===== src/rtl/frame_mark_tx.sv =====
// frame_mark_tx
//   Serial frame transmitter feeding the 3-slot mark detector. Message bits
//   arrive over a valid/ready handshake into a small FIFO. Each bit is sent
//   as one 3-cycle frame (bit A, bit B, pad) on a registered 1-bit line.
//   A '1' becomes the mark frame (1,0,0). A '0' becomes (0,0,0) or (1,1,0),
//   selected by ZERO_ENC. Neither '0' frame makes the detector fire.
//
// Ports
//   clk         in   1      clock, rising edge
//   rst_n       in   1      asynchronous active-low reset
//   in_valid    in   1      in_bit is valid
//   in_bit      in   1      message bit
//   in_ready    out  1      FIFO not full
//   out         out  1      registered serial line
//   slot        out  2      0=bit A, 1=bit B, 2=pad, 3=guard
//   frame_start out  1      high in slot 0
//   busy        out  1      FIFO non-empty or current frame carries data
//   mark_cnt    out  CNT_W  mark frames sent, wrapping
module frame_mark_tx #(
    parameter int unsigned DEPTH    = 4,
    parameter bit          ZERO_ENC = 1'b0,
    parameter int unsigned CNT_W    = 8
) (
    input  logic             clk,
    input  logic             rst_n,
    input  logic             in_valid,
    input  logic             in_bit,
    output logic             in_ready,
    output logic             out,
    output logic [1:0]       slot,
    output logic             frame_start,
    output logic             busy,
    output logic [CNT_W-1:0] mark_cnt
);

    localparam int unsigned AW = $clog2(DEPTH);

    typedef enum logic [1:0] {
        S0    = 2'd0,
        S1    = 2'd1,
        S2    = 2'd2,
        GUARD = 2'd3
    } state_t;

    state_t           state, state_nx;
    logic [DEPTH-1:0] mem;
    logic [AW:0]      wr_ptr, rd_ptr;
    logic             empty, full, push, pop, load, head;
    logic             cur_valid, cur_bit;
    logic             out_nx, mark_inc;

    // Pointers carry one extra wrap bit to tell full from empty.
    assign empty = (wr_ptr == rd_ptr);
    assign full  = (wr_ptr[AW] != rd_ptr[AW]) && (wr_ptr[AW-1:0] == rd_ptr[AW-1:0]);
    assign head  = mem[rd_ptr[AW-1:0]];

    // Frame load on every edge entering S0. A bit pushed on this very edge is
    // not yet visible (empty is registered), so it waits for the next frame.
    assign load     = (state == GUARD) || (state == S2);
    assign pop      = load && !empty;
    assign push     = in_valid && !full;
    assign mark_inc = (state == S1) && cur_valid && cur_bit;

    always_comb begin
        state_nx = state;
        out_nx   = 1'b0;
        case (state)
            GUARD, S2: begin
                state_nx = S0;
                out_nx   = pop && (head || ZERO_ENC);
            end
            S0: begin
                state_nx = S1;
                out_nx   = cur_valid && !cur_bit && ZERO_ENC;
            end
            S1: begin
                state_nx = S2;
                out_nx   = 1'b0;
            end
            default: begin
                state_nx = GUARD;
                out_nx   = 1'b0;
            end
        endcase
    end

    always_ff @(posedge clk or negedge rst_n) begin
        if (!rst_n) begin
            state     <= GUARD;
            out       <= 1'b0;
            cur_valid <= 1'b0;
            cur_bit   <= 1'b0;
            mark_cnt  <= '0;
            wr_ptr    <= '0;
            rd_ptr    <= '0;
            mem       <= '0;
        end else begin
            state <= state_nx;
            out   <= out_nx;
            if (load) begin
                cur_valid <= pop;
                cur_bit   <= pop && head;
            end
            if (pop) begin
                rd_ptr <= rd_ptr + (AW+1)'(1);
            end
            if (push) begin
                mem[wr_ptr[AW-1:0]] <= in_bit;
                wr_ptr              <= wr_ptr + (AW+1)'(1);
            end
            if (mark_inc) begin
                mark_cnt <= mark_cnt + CNT_W'(1);
            end
        end
    end

    assign in_ready    = !full;
    assign slot        = state;
    assign frame_start = (state == S0);
    assign busy        = !empty || cur_valid;

endmodule


===== config.mk =====
export PLATFORM = sky130hd
export DESIGN_NAME = frame_mark_tx
export DESIGN_NICKNAME = d
export VERILOG_FILES = /design/src/rtl/frame_mark_tx.sv
export SDC_FILE = /design/constraint.sdc
export NUM_CORES = 1
export LEC_CHECK = 0
export ABC_AREA = 1
export CAP_MARGIN = 10
export CORE_MARGIN = 3
export CORE_UTILIZATION = 25
export CTS_CLUSTER_SIZE = 8
export DETAILED_ROUTE_END_ITERATION = 8
export PLACE_DENSITY = 0.54
export SLEW_MARGIN = 5
export SYNTH_ARGS = -nofsm -noshare
export SYNTH_HDL_FRONTEND = slang
export SYNTH_SLANG_ARGS = --single-unit

===== constraint.sdc =====
create_clock -name clk -period 1.3 [get_ports clk]
set_clock_uncertainty 0.15 [all_clocks]
set_input_delay 0.26 -clock clk [delete_from_list [all_inputs] [get_ports clk]]
set_output_delay 0.26 -clock clk [all_outputs]
set_load 0.03 [all_outputs]

==> impl_metrics.yaml <==
status:
  outcome: "finished with violations"
  failed_checks: "setup timing"
sta:
  worstMarginPinSlew_ns: 0.1945
  setup_viol: 24
  finalMaxSlewViolations: 0
  finalHoldViolCount: 0
  setup_slack_ns: -0.5056
  finalCritPeriodShare: 1.389
  fmax_mhz: 553.8
  rsz0062_at_grt: "yes"
  setup_tns_ns: -5.543
  hold_ws_ns: 0.1640
  relSlewSlack: 0.8703
  period_minus_slack_ns: 1.806
worst_setup_path:
  worstPathRequired_ns: 0.89
  crit_chain: "buf_6 > nand2_2 > nand2_2 > buf_4 > buf_6 > nand3_4 > buf_6"
  worst_path_max_delay_cell: "dfrtp_1"
  worst_ep_arrival_time_ns: 1.40
  critical_path.top_delay_family: "buffers and inverters"
  endpoint_kind: "output pin"
  worst_setup_path_start_kind: "register"
  path_common_cell: "buf_6"
  timing.critical_path.buf_inv: 4
  criticalPathCategory: "reg -> out"
  crit_fanout: 3
  max_stage_delay_ns: 0.42
placed_design:
  hpwl_um: 1974
  port_buffers: 17
  gp_congestion: 0.7269
  placedCellCount: 249
  placed_cell_area_sq_um: 1608
yosys:
  syn_avg_cell_area_sq_um: 8.209
  synth_area_leaders: "dfrtp_1, nand2_1, ha_1"
  yosysWarnings: 0
  synth_nets: 158
  synth_cells: 148
  ys_types: 19
  synth-seq-cells: 23
  yosys.area.top_type: "dfrtp_1"
  synth_top_area_frac: 0.4325
  ys_seq_area_frac: 0.4758
  netlist_area_sq_um: 1215
final_layout:
  final_layout_size_suffix_gt1_frac: 0.4906
  diodes: 0
  post-route-cell-area_sq_um: 2054
  fin_nets: 223
  layout.cells.non_filler: 277
  area_delta_synth_final_pct: 69.10
floorplanning:
  die_area_sq_um: 5732
  die_x_um: 75.71
  die_h_um: 75.71
  rows: 24
  core_sq_um: 4534
  ios: 18
  start_util: 0.2679
drt:
  wl_um: 2993
  drt_iter0_markers: 35
  vias: 1143
  ant_nets: 0
  drt-pass1-iter-count: 4
  drc: 0
  vias_per_cell: 4.126
  routedWlPerCell_um: 10.81
grt:
  grt_busiest_layer: "met2"
  grt.overflow.total: 0
  antenna_found_initial: 0
  grt_pass1_wl_um: 4850
  grt.met1_usage: 0.1575
  grtUsageTotal: 0.1087
  grt_use_met2: 0.1649
  grt_start_max_net_pins: 14
  use_met3: 0.01451
  grt_pass1_vias: 1063
clocking:
  cts-buffers-inserted: 3
  cts.sinks: 23
  ctsHtreeMaxLevel: 1
  clkTransAtPathRegs_ns: 0.09
  cts_max_path_buffers: 2
  cts_tree: "built"
  root_buffer: "clkbuf_8"
  insertion_delay_ns: 0.27
  hold_buffers: 0
pwr:
  power_density_nw_per_um2: 2101
  peakVddDrop_mv: 0.6247
  p_total_mw: 4.317
  power.leakage_nw: 1.089
min_path:
  hp-class: "in -> async"
flow_run:
  drv_cap: 0
-- cell usage after synthesis --
master    number
ha_1           6
inv_1         19
inv_2          1
o21ai_0        4
xor2_1         3
nand3_2        2
nand3_1       13
or2_1          1
dfstp_2        2
nand4_1        8
buf_6          1
dfrtp_1       21
buf_1          1
nand2_1       53
nor2_1         6
nor2_4         2
nand3b_1       2
xnor2_1        2
buf_4          1
-- cell type report --
class	instances	area [sq um]
Fill cell	427	2480
Clock buffer	3	41.29
Sequential cell	23	581.8
Inverter	20	87.58
Timing Repair Buffer	63	575.6
Multi-Input combinational cell	102	681.9
Clock inverter	1	5.005
Tap cell	65	81.33
-- state kept, by name, indices dropped and copies added, names as in the netlist --
name / cells
cur_valid: 1
wr_ptr: 3
cur_bit: 1
mark_cnt: 8
slot: 2
rd_ptr: 3
out: 1
mem: 4
-- layer usage --
| metal | vias to the layer above | wire length, um |
|---|---|---|
| met5 | - | 0 |
| met4 | 0 | 42 |
| met3 | 4 | 35 |
| met2 | 12 | 1496 |
| met1 | 531 | 1418 |
| li1 | 596 | - |
-- path summary, 6_finish.rpt --
check	endpoint	startpoint	cells after the start	slack, ns
worst max register to register	wr_ptr[1]	rd_ptr[1]	12	-0.41
worst min-delay path	wr_ptr[1]	rst_n	2	0.16
max in group asynchronous	slot[1]	rst_n	2	0.61
worst min register to register	mem[1]	mem[1]	2	0.34
worst max-delay path	in_ready	rd_ptr[1]	7	-0.51
min in group clk	mem[1]	mem[1]	2	0.34
-- cells by family after synthesis --
family | synth area share
flops | 0.4758
fa+ha+maj | 0.06179
xor+xnor | 0.03605
compound gates | 0.01648
simple gates | 0.3296
buf+inv | 0.08033
-- metrics by stage --
step	setup slack (ns)	utilization
5_1_grt	-0.5515	0.4531
6_report	-0.5056	0.4531
3_3_place_gp	-0.6079	0.3546
4_1_cts	-0.4606	0.4031
2_1_floorplan	-0.1987	-
3_5_place_dp	-0.6207	0.3546
-- repair_timing --
| item | 4_1_cts | 5_1_grt |
|---|---|---|
| resized for setup | 35 | 38 |
| endpoints found under the setup margin | 28 | 32 |
| buffers inserted | 13 | 15 |
| gates cloned | 1 | 0 |
| pin swaps | 8 | 10 |
-- where the power goes --
part,total [mW],internal (mW),switching [mW]
logic,2.71,1.42,1.29
registers,1.15,0.953,0.200
clock network,0.455,0.214,0.241
total,4.32,2.59,1.73
-- layout by cell type (no fill, tap or decap), types with 4 or more instances in the layout --
cell type / n
nand2_4: 4
buf_4: 37
nand2_2: 7
inv_1: 16
nand3_2: 5
nand3_1: 7
ha_1: 5
nand4_1: 8
dfrtp_1: 18
nand2_1: 42
buf_6: 22
Note: power is estimated with default switching activity, not from simulation.
